$ cat config.mk
export PLATFORM = sky130hd
export DESIGN_NAME = first_nios2_system_cpu_div_cell
export DESIGN_NICKNAME = d
export VERILOG_FILES = /design/src/rtl/first_nios2_system_cpu_div_cell.sv
export SDC_FILE = /design/constraint.sdc
export NUM_CORES = 1
export LEC_CHECK = 0
export CORE_MARGIN = 2
export CORE_UTILIZATION = 35
export CTS_BUF_LIST = sky130_fd_sc_hd__clkbuf_8
export CTS_CLUSTER_SIZE = 20
export DETAILED_ROUTE_END_ITERATION = 10
export SYNTH_ARGS = -nofsm -noshare
export SYNTH_HDL_FRONTEND = slang
export SYNTH_SLANG_ARGS = --single-unit
$ cat constraint.sdc
create_clock -name clk -period 3.51 [get_ports clk]
set_input_delay 0.5265 -clock clk [delete_from_list [all_inputs] [get_ports clk]]
set_output_delay 0.5265 -clock clk [all_outputs]
set_load 0.02 [all_outputs]
$ cat src/rtl/first_nios2_system_cpu_div_cell.sv
// Iterative radix-2 restoring divider for the Nios II M-stage: 32 quotient bits,
// one per cycle, followed by a sign-fix cycle and a one-cycle done pulse.
module first_nios2_system_cpu_div_cell (
  input  logic        clk,
  input  logic        reset_n,
  input  logic [31:0] M_div_src1,
  input  logic [31:0] M_div_src2,
  input  logic        M_div_signed,
  input  logic        M_div_start,
  input  logic        M_div_kill,
  output logic        M_div_busy,
  output logic        M_div_done,
  output logic [31:0] M_div_quotient,
  output logic [31:0] M_div_remainder
);

  typedef enum logic [1:0] {IDLE, CALC, FIX, DONE} state_t;

  state_t      state_q, state_d;
  logic [5:0]  cnt_q;
  logic [32:0] rem_q;
  logic [31:0] quo_q, dvs_q, src1_q;
  logic        neg_a_q, neg_b_q, div0_q, ovf_q;
  logic [31:0] q_out_q, r_out_q;

  logic        accept;
  logic        neg_a, neg_b;
  logic [32:0] shifted;
  logic [33:0] trial;
  logic [31:0] q_fix, r_fix;

  assign accept  = (state_q == IDLE) && M_div_start && !M_div_kill;
  assign neg_a   = M_div_signed && M_div_src1[31];
  assign neg_b   = M_div_signed && M_div_src2[31];
  // The 34-bit trial keeps the borrow visible even when the shifted remainder uses bit 32.
  assign shifted = {rem_q[31:0], quo_q[31]};
  assign trial   = {1'b0, shifted} - {2'b00, dvs_q};

  always_ff @(posedge clk or negedge reset_n) begin
    if (!reset_n) state_q <= IDLE;
    else          state_q <= state_d;
  end

  always_comb begin
    state_d = state_q;
    case (state_q)
      IDLE:    if (accept) state_d = CALC;
      CALC:    if (M_div_kill) state_d = IDLE;
               else if (cnt_q == 6'd31) state_d = FIX;
      FIX:     state_d = M_div_kill ? IDLE : DONE;
      DONE:    state_d = IDLE;
      default: state_d = IDLE;
    endcase
  end

  always_comb begin
    M_div_busy = (state_q == CALC) || (state_q == FIX);
    M_div_done = (state_q == DONE);
  end

  always_ff @(posedge clk or negedge reset_n) begin
    if (!reset_n) begin
      cnt_q   <= '0;
      rem_q   <= '0;
      quo_q   <= '0;
      dvs_q   <= '0;
      src1_q  <= '0;
      neg_a_q <= 1'b0;
      neg_b_q <= 1'b0;
      div0_q  <= 1'b0;
      ovf_q   <= 1'b0;
    end else if (accept) begin
      cnt_q   <= '0;
      rem_q   <= '0;
      quo_q   <= neg_a ? -M_div_src1 : M_div_src1;
      dvs_q   <= neg_b ? -M_div_src2 : M_div_src2;
      src1_q  <= M_div_src1;
      neg_a_q <= neg_a;
      neg_b_q <= neg_b;
      div0_q  <= (M_div_src2 == 32'h0);
      ovf_q   <= M_div_signed && (M_div_src1 == 32'h8000_0000) &&
                 (M_div_src2 == 32'hFFFF_FFFF);
    end else if (state_q == CALC) begin
      cnt_q <= cnt_q + 6'd1;
      if (!trial[33]) begin
        rem_q <= trial[32:0];
        quo_q <= {quo_q[30:0], 1'b1};
      end else begin
        rem_q <= shifted;
        quo_q <= {quo_q[30:0], 1'b0};
      end
    end
  end

  always_comb begin
    q_fix = (neg_a_q ^ neg_b_q) ? -quo_q : quo_q;
    r_fix = neg_a_q ? -rem_q[31:0] : rem_q[31:0];
    if (div0_q) begin
      q_fix = 32'hFFFF_FFFF;
      r_fix = src1_q;
    end else if (ovf_q) begin
      q_fix = 32'h8000_0000;
      r_fix = 32'h0;
    end
  end

  // Results only land on a FIX cycle that is not flushed.
  always_ff @(posedge clk or negedge reset_n) begin
    if (!reset_n) begin
      q_out_q <= '0;
      r_out_q <= '0;
    end else if (state_q == FIX && !M_div_kill) begin
      q_out_q <= q_fix;
      r_out_q <= r_fix;
    end
  end

  assign M_div_quotient  = q_out_q;
  assign M_div_remainder = r_out_q;

endmodule
# Word-level counts from Yosys, hierarchy flattened
# Index checks and enable logic that the tools add are counted.
[totals]
regBits = 204
out_inout_bits = 66
wordCells = 61
[op_classes]
n_addsub = 6
eq_ne = 8
n_mux = 21
bitwise_logic = 1
reduce_logical = 13
[op_table]
columns = ["op", "count"]
rows = [
  ["$mux 32", 13],
  ["$neg 32->32", 4],
  ["$eq 32x32->1 const B", 2],
  ["$sub 33x32->34", 1],
  ["$logic_not 32->1", 1],
  ["$mux 6", 2],
  ["$mux 2", 4],
  ["$pmux 2 s4", 1],
  ["$logic_and 1x1->1", 7],
  ["$add 6x1->6 const B", 1],
  ["$eq 6x5->1 const B", 1],
  ["$eq 2x2->1 const B", 2],
  ["$ne 3x3->1 const B", 1],
  ["$eq 2x1->1 const B", 1],
  ["$logic_not 2->1", 1],
  ["$ne 2x2->1 const B", 1],
  ["$reduce_and 2->1", 1],
  ["$reduce_bool 2->1", 1],
  ["$logic_not 1->1", 1],
  ["$logic_or 1x1->1", 1],
  ["$mux 1", 1],
  ["$xor 1x1->1", 1],
]

# Longest topological paths before layout
# Gate-level depths: netlist (run 1).
[logic_depth]
depth_word = 5
ltp_mapped = 13

# Worst setup path before layout (run 1)
# No wires, ideal clock.
[synth_timing]
path_kind = "reg2reg"
start = "register quo_q[31]"
end = "register rem_q[30]"
t_arrival_ns = 2.578
required_ns = 3.369
slack_ns = 0.791
stages_incl_launch_ff = 13
synth_period_minus_slack_ns = 2.719
cell_sequence = "dfrtp_1 > inv_1 > ha_1 > inv_1 > fa_1 > a21oi_1 > nand4b_1 > a21oi_1 > o21ai_0 > a31oi_1 > mux2i_1 > o41ai_1 > a31oi_1"
[synth_via]
elab_chain_len = 4
[synth_rtl]
columns = ["element", "line_no", "text"]
rows = [
  ["from (decl)", "22", "logic [31:0] quo_q, dvs_q, src1_q;"],
  ["from (signal assigned)", "75", "quo_q <= neg_a ? -M_div_src1 : M_div_src1;"],
  ["from (signal assigned)", "87", "quo_q <= {quo_q[30:0], 1'b1};"],
  ["from (signal assigned)", "90", "quo_q <= {quo_q[30:0], 1'b0};"],
  ["$sub 33x32->34", "37", "assign trial = {1'b0, shifted} - {2'b00, dvs_q};"],
  ["$mux 32", "85", "if (!trial[33]) begin"],
  ["$mux 32", "83", "end else if (state_q == CALC) begin"],
  ["$mux 32", "72", "end else if (accept) begin"],
  ["to (signal assigned)", "86", "rem_q <= trial[32:0];"],
  ["to (signal assigned)", "89", "rem_q <= shifted;"],
  ["to (decl)", "21", "logic [32:0] rem_q;"],
]
# Every way passes these cells. The select of a mux whose other input is x is not followed.
# A chain may end at the register's enable or synchronous reset.

# Worst setup path after layout (run 1)
[layout_timing]
start = "register rem_q[5]"
end = "register rem_q[1]"
[layout_via]
elab_chain_len = 4
[layout_rtl]
columns = ["element", "line_no"]
rows = [
  ["$sub 33x32->34", "37"],
  ["$mux 32", "85"],
  ["$mux 32", "83"],
  ["$mux 32", "72"],
]
# Every way passes these cells. The select of a mux whose other input is x is not followed.

==> metrics, run 1 <==
status=finished, final reports clean; Slowest-stage cell, CP=dfrtp_1; H-tree depth=2; Post-Syn Nets=1694; Num CTS Buffers=39; cts hold-fix bufs=0; dpl ws=0.247 ns; CTS clk-pin slew, worst paths=0.06 ns; Vias per Instance=5.24; # rows=71; crit path DAT=3.46 ns; highest metal used=met5; Setup crit end kind=flip-flop; I/O Buffers=134; critical path type=reg -> reg; Critical path origin=rem_q[5]; Clk pwr share=14.4%; Post-Syn Instances=1581; initial antenna violation count=3; TritonCTS clock tree=built; Finish-stage setup viols=0; final instance area=0.0161 mm^2; die height=199 um; worst r2r src=rem_q[5]; Max Cap Viol=0; first-pass GRT wire length=61700 um; DR WL met2=17400 um; Chip Width=199 um; Max Transition Viols Final=0; Clock Sinks=204; VDD IR max=340 uV; CP Launch Type=flip-flop; DRC viols=0; post-CTS setup buffers=0; Int Pwr=9.22 mW; worst slew pin tran=0.958 ns; register share of total power=27.8%; Post-synth EDFFs=0; Area after DPL=0.0153 mm^2; Fin. Hold Viols=0; RSZ-0062 raised after global routing=no; setup TNS=0 ns; DR WL/cell=17.1 um; FF+latch count, synth=204; io pins=135; ANT nets after route=0; delay of the slowest critical-path stage=0.48 ns; post-CTS resize count=0; via count=11700; Setup WS post-layout=0.440 ns; average size of a mapped cell=8.45 um^2; Core ar.=0.0376 mm^2; CTS Root Cell=clkbuf_8; Seq/Total Area, Yosys=38.2%; most common library cell in the layout ignoring fill and taps=nand2_1; skew final=0.0229 ns; fraction of registers with async set/reset=100%; most frequent cells in the layout=nand2_1 (242), dfrtp_1 (203), o21ai_0 (153); Core Util, Final=43.0%; pwr dens=1040 mW/mm^2; First DRT Iteration DRCs=575; Max Freq=326 MHz; sw frac=45.2%; Worst Hold Margin=0.0543 ns; Net Sw Power=7.60 mW; vias in the first global route=11400; Reg2Reg Depth=10; placed instance count=2169; post-layout min period=3.07 ns; die area=0.0397 mm^2; Pwr Total=16.8 mW; critical path, cell by cell=ha_1, a211oi_1, o211ai_1, o2111ai_1, nand4_1, and2_1, a41oi_2, buf_4, mux2i_1, a21oi_1; Yosys warnings=0; Slew HR=36.0%; Max Root-Sink Buffers=3; Post-synth top flop=dfrtp_1; Non-Filler Instances=2239; worst hold path type=in -> async; worst path required time=3.90 ns; layout cell share with drive strength beyond 1=7.24%; r2r setup slk=0.44 ns; Yosys cell types=80; worst-path fanout max=14; reg2reg end=rem_q[1]; met3 WL=1760 um; Nets=1812; Tot GR Track Use=19.4%; Area growth, synth to finish=20.9%; DRT Pass-1 Iters=5; P_leak=6.99 nW; Post-Syn Area=0.0134 mm^2; crit share post-route=87.5%; final WL=38200 um; largest net degree at the start of global routing=109; met1 WL=18100 um; GRT Residual Overflow=0; initial core utilization=35.5%; Detail Placement HPWL=28100 um; routability cong.=0.879; Worst-Skew Late Latency=0.54 ns; Comb pwr share=57.8%
==> synthesized netlist by cell type, types with 38 or more instances <==
master / instances / area [um^2]
inv_1: 56 / 210
nor2_1: 135 / 507
nand2_1: 242 / 908
nor3_1: 38 / 190
ha_1: 43 / 538
o21ai_0: 153 / 766
clkbuf_1: 67 / 251
mux2i_1: 49 / 490
xnor2_1: 74 / 648
a21oi_1: 94 / 470
dfrtp_1: 204 / 5100
xor2_1: 69 / 604
==> cell families after synthesis <==
group / Yosys count / synth area share (%)
xor+xnor: 143 / 9.38
simple gates: 578 / 20.7
buf+inv: 148 / 4.23
fa+ha+maj: 44 / 4.18
flops: 204 / 38.2
compound gates: 415 / 19.6
mux: 49 / 3.67
==> power groups by stage <==
stage          logic (mW)  clock network, mW  registers, mW
2_1_floorplan        6.65                  0           4.78
3_3_place_gp         9.59                  0           4.66
6_report             9.72               2.43           4.67
5_1_grt              10.8               2.61           4.84
3_5_place_dp         9.69                  0           4.69
4_1_cts              9.74               2.50           4.66
==> state kept, by name, summed over array words and instances (netlist names), 2 cells and up <==
signal and count:
cnt_q 6, M_div_quotient 32, quo_q 32, dvs_q 32, rem_q 32, M_div_remainder 32, src1_q 32, state_q 2
==> metal layers <==
layer  up-vias  track usage (%)
li1       5866                -
met1      5507             26.6
met2       285             31.7
met3        66             3.04
met4         4             5.62
met5         -                0
==> worst max-delay path by stage <==
stage / endpoint / slack (ns) / depth (start not counted)
after floorplan: rem_q[30] / 0.79 / 12
after global routing: rem_q[20] / 0.22 / 12
after global placement: quo_q[28] / 0.31 / 9
after CTS: rem_q[20] / 0.42 / 12
final: rem_q[1] / 0.44 / 10
after detailed placement: quo_q[28] / 0.25 / 9
==> layout make-up <==
type | instances | area [um^2]
repair buffers | 169 | 1670
clock inverters | 19 | 119
inverters | 56 | 210
well taps | 511 | 639
flip-flops and latches | 204 | 5110
fillers | 3727 | 21400
multi-input cells | 1229 | 7710
clock buffers | 50 | 688
diodes | 1 | 2.50
==> worst max-delay path: cells and delay by family, from the launching register on <==
| kind | cells | cell delay (ns) |
|---|---|---|
| DFF | 1 | 0.48 |
| buffers and inverters | 1 | 0.27 |
| AOI/OAI and AO/OA | 5 | 0.95 |
| adders and majority gates | 1 | 0.44 |
| muxes | 1 | 0.22 |
| and+or+nand+nor | 2 | 0.56 |
(Power assumes the default switching activity.)
==> run 2, diff against run 1 <==
--- a/config.mk
+++ b/config.mk
@@ -5,11 +5,14 @@
 export SDC_FILE = /design/constraint.sdc
 export NUM_CORES = 1
 export LEC_CHECK = 0
+export CELL_PAD_IN_SITES_DETAIL_PLACEMENT = 0
+export CELL_PAD_IN_SITES_GLOBAL_PLACEMENT = 1
 export CORE_MARGIN = 2
 export CORE_UTILIZATION = 35
 export CTS_BUF_LIST = sky130_fd_sc_hd__clkbuf_8
 export CTS_CLUSTER_SIZE = 20
 export DETAILED_ROUTE_END_ITERATION = 10
+export PLACE_DENSITY_LB_ADDON = 0.1
 export SYNTH_ARGS = -nofsm -noshare
 export SYNTH_HDL_FRONTEND = slang
 export SYNTH_SLANG_ARGS = --single-unit
==> constraint.sdc (replaced) <==
create_clock -name clk -period 3.7 [get_ports clk]
set_input_delay 0.555 -clock clk [delete_from_list [all_inputs] [get_ports clk]]
set_output_delay 0.555 -clock clk [all_outputs]
set_load 0.02 [all_outputs]
==> metrics, run 2 (synthesis results as in run 1) <==
worst hold path type=in -> async; P_leak=7.07 nW; Core ar.=0.0376 mm^2; DRT Pass-1 Iters=6; most common library cell in the layout ignoring fill and taps=nand2_1; DR WL/cell=18.1 um; r2r setup slk=0.51 ns; status=finished, final reports clean; Worst-Skew Late Latency=0.58 ns; die height=199 um; Fin. Hold Viols=0; worst path required time=4.19 ns; final WL=40600 um; worst r2r src=rem_q[8]; largest net degree at the start of global routing=109; post-layout min period=3.19 ns; Reg2Reg Depth=9; Max Cap Viol=0; Max Transition Viols Final=0; post-CTS resize count=0; GRT Residual Overflow=0; cts hold-fix bufs=0; worst slew pin tran=0.853 ns; skew final=0.0257 ns; worst-path fanout max=8; H-tree depth=2; Clk pwr share=15.0%; Max Freq=313 MHz; Nets=1822; Setup crit end kind=flip-flop; Net Sw Power=7.33 mW; most frequent cells in the layout=nand2_1 (242), dfrtp_1 (203), o21ai_0 (153); crit share post-route=86.3%; io pins=135; post-CTS setup buffers=0; Finish-stage setup viols=0; Area growth, synth to finish=21.7%; First DRT Iteration DRCs=680; # rows=71; via count=11700; crit path DAT=3.69 ns; Tot GR Track Use=20.9%; initial core utilization=35.5%; register share of total power=27.3%; Top cell by count, worst path=and4_1; crit path buf inv count=0; Slew HR=43.0%; routability cong.=0.827; delay of the slowest critical-path stage=0.70 ns; Max Root-Sink Buffers=3; TritonCTS clock tree=built; layout cell share with drive strength beyond 1=7.64%; Non-Filler Instances=2251; critical path, cell by cell=ha_1, and4_1, and4_1, o311ai_2, nand4_1, and2_1, a41oi_2, or4b_2, nand2_1; CP delay by family, top=simple AND/OR/NAND/NOR gates; I/O Buffers=134; DRC viols=0; Clock Sinks=204; # diodes=0; CTS Root Cell=clkbuf_8; critical path type=reg -> reg; sw frac=45.2%; initial antenna violation count=0; Comb pwr share=57.8%; ANT nets after route=0; setup TNS=0 ns; Slowest-stage cell, CP=or4b_2; Int Pwr=8.87 mW; CP Launch Type=flip-flop; RSZ-0062 raised after global routing=no; Num CTS Buffers=42; reg2reg end=rem_q[31]; die area=0.0397 mm^2; first-pass GRT wire length=65200 um; vias in the first global route=11600; Chip Width=199 um; Detail Placement HPWL=30100 um; VDD IR max=259 uV; placed instance count=2176; pwr dens=996 mW/mm^2; Vias per Instance=5.19; CTS clk-pin slew, worst paths=0.06 ns
-- run 2: final cells by class --
type	instances	area, um^2
Clock buffer	57	785
Fill cell	3832	21300
Timing Repair Buffer	176	1720
Multi-Input combinational cell	1229	7710
Tap cell	511	639
Clock inverter	18	80.1
Inverter	56	210
Sequential cell	204	5110
-- run 2: worst max-delay path by stage --
stage	start	endpoint	cells after the start	slack, ns
2_1_floorplan	quo_q[31]	rem_q[30]	12	0.98
3_3_place_gp	M_div_src1[6]	quo_q[28]	9	0.34
3_5_place_dp	M_div_src1[6]	quo_q[28]	9	0.28
4_1_cts	rem_q[8]	rem_q[31]	9	0.53
5_1_grt	rem_q[8]	rem_q[21]	10	0.34
6_report	rem_q[8]	rem_q[31]	9	0.51
-- run 2: metrics by stage --
step | worst slack [ns] | hold slack [ns] | utilization (%) | instance area [um^2] | total power, mW
global route | 0.339 | 0.0671 | 43.3 | 16300 | 17.7
detailed placement | 0.280 | 0.456 | 41.0 | 15400 | 13.8
CTS | 0.532 | 0.0474 | 43.3 | 16300 | 16.4
finish | 0.506 | 0.0250 | 43.3 | 16300 | 16.2
global placement | 0.344 | 0.452 | 41.0 | 15400 | 13.8
floorplan | 0.981 | 0.259 | - | 13400 | 10.8
-- run 2: layer usage --
layer | part of all wire [%] | wire length (um) | GRT usage [%] | up-vias
met5 | 0 | 0 | 0 | -
met4 | 2.9 | 1180 | 7.02 | 0
met3 | 3.6 | 1450 | 2.67 | 79
met2 | 47 | 19100 | 35.0 | 228
met1 | 46 | 18900 | 28.0 | 5503
li1 | - | - | - | 5866
-- run 2: power by group through the flow --
stage	sequential, mW	clock, mW	combinational (mW)
2_1_floorplan	4.53	0	6.31
6_report	4.42	2.42	9.36
3_3_place_gp	4.44	0	9.37
3_5_place_dp	4.45	0	9.38
5_1_grt	4.59	2.60	10.5
4_1_cts	4.43	2.51	9.42
==> run 3, diff against run 2 <==
--- a/config.mk
+++ b/config.mk
@@ -5,7 +5,7 @@
 export SDC_FILE = /design/constraint.sdc
 export NUM_CORES = 1
 export LEC_CHECK = 0
-export CELL_PAD_IN_SITES_DETAIL_PLACEMENT = 0
+export CELL_PAD_IN_SITES_DETAIL_PLACEMENT = 1
 export CELL_PAD_IN_SITES_GLOBAL_PLACEMENT = 1
 export CORE_MARGIN = 2
 export CORE_UTILIZATION = 35
==> constraint.sdc (replaced) <==
create_clock -name clk -period 3.7 [get_ports clk]
set_input_delay 0.555 -clock clk [delete_from_list [all_inputs] [get_ports clk]]
set_output_delay 0.555 -clock clk [all_outputs]
set_load 0.1 [all_outputs]
==> metrics, run 3 (synthesis results as in run 1) <==
r2r setup slk=0.49 ns; cts hold-fix bufs=0; Setup WS post-layout=0.487 ns; Max Transition Viols Final=0; # fillers=4442; Worst-Skew Late Latency=0.57 ns; Fin. Hold Viols=0; dpl ws=0.352 ns; Worst Hold Margin=0.0422 ns; die height=199 um; # rows=71; CP Launch Type=flip-flop; Area growth, synth to finish=21.0%; RSZ-0062 raised after global routing=no; TritonCTS clock tree=built; via count=11900; FF+latch area=0.00511 mm^2; Setup crit end kind=flip-flop; layout cell share with drive strength beyond 1=7.39%; Detail Placement HPWL=32500 um; crit share post-route=86.9%; most frequent cells in the layout=nand2_1 (242), dfrtp_1 (203), o21ai_0 (153); CTS clk-pin slew, worst paths=0.06 ns; vias in the first global route=12500; CTS Root Cell=clkbuf_8; worst-path fanout max=7; H-tree depth=2; Chip Width=199 um; First DRT Iteration DRCs=612; initial antenna violation count=0; final WL=43100 um; DR WL/cell=19.2 um; I/O Buffers=134; Max Root-Sink Buffers=3; worst path required time=4.13 ns; DRC viols=0; setup TNS=0 ns; Tot GR Track Use=22.1%; Finish-stage setup viols=0; Core ar.=0.0376 mm^2; GRT Residual Overflow=0; die area=0.0397 mm^2; Vias per Instance=5.32; Num CTS Buffers=41; Nets=1822; Max Cap Viol=0; final instance area=0.0162 mm^2; worst slew pin tran=0.998 ns; most common library cell in the layout ignoring fill and taps=nand2_1; post-layout min period=3.21 ns; Max Freq=311 MHz; DRT Pass-1 Iters=4; worst hold path type=in -> async; largest net degree at the start of global routing=109; post-CTS resize count=0; Clock Sinks=204; crit path DAT=3.65 ns; first-pass GRT wire length=69300 um; initial core utilization=35.5%; # diodes=0; area of the multi-input gates=0.00771 mm^2; post-CTS setup buffers=0; Area after DPL=0.0154 mm^2; critical path type=reg -> reg; skew final=0.0296 ns; status=finished, final reports clean; ANT nets after route=0; routability cong.=0.833; Slew HR=33.3%; io pins=135
==> run 3: cell types whose count changed in the layout (fill, tap and decap cells not counted), sizes merged <==
cell           previous run  this run
inv                      72        70
clkinv                    2         4
clkbuf                   58        50
clkdlybuf4s50           133       132
buf                      42        44
==> run 3: per-layer routing <==
metal / wire, um / GRT usage, % / part of all wire, % / up-vias
met3: 1490 / 3.19 / 3.5 / 60
li1: - / - / - / 5847
met2: 20800 / 38.5 / 48 / 194
met4: 1050 / 6.31 / 2.4 / 0
met1: 19700 / 28.6 / 46 / 5840
met5: 0 / 0 / 0 / -
==> run 3: through the flow <==
| step | util (%) | instances |
|---|---|---|
| global route | 43.0 | 2244 |
| CTS | 43.0 | 2244 |
| finish | 43.0 | 2244 |
| global placement | 41.0 | 2177 |
| detailed placement | 41.0 | 2177 |
| floorplan | - | 1581 |
==> run 3: worst max-delay path: stages, from the launching register on <==
cell and delay, ns:
dfrtp_1 0.46, ha_1 0.44, a21oi_1 0.10, o21ai_0 0.49
or3_1 0.21, o21ai_0 0.08, buf_4 0.17, a31oi_1 0.26
mux2i_1 0.13, o41ai_1 0.50, buf_4 0.18, a31oi_1 0.07
==> run 3: layout make-up <==
cell class / instances / area share, %
Clock buffer: 49 / 4.17
Clock inverter: 18 / 0.480
Inverter: 56 / 1.30
Multi-Input combinational cell: 1229 / 47.7
Sequential cell: 204 / 31.6
Tap cell: 511 / 3.96
Timing Repair Buffer: 177 / 10.8
==> run 3: final timing paths <==
check	from	to	cells past startpoint
worst max-delay path	rem_q[6]	rem_q[30]	11
worst min-delay path	reset_n	state_q[0]	1
worst max register to register	rem_q[6]	rem_q[30]	11
worst min register to register	M_div_quotient[14]	M_div_quotient[14]	2
max in group asynchronous	reset_n	neg_a_q	2
min in group clk	M_div_quotient[14]	M_div_quotient[14]	2
Power of run 3 is not shown: default switching activity piles up to over one toggle a cycle in this logic, so the estimate is an artifact.
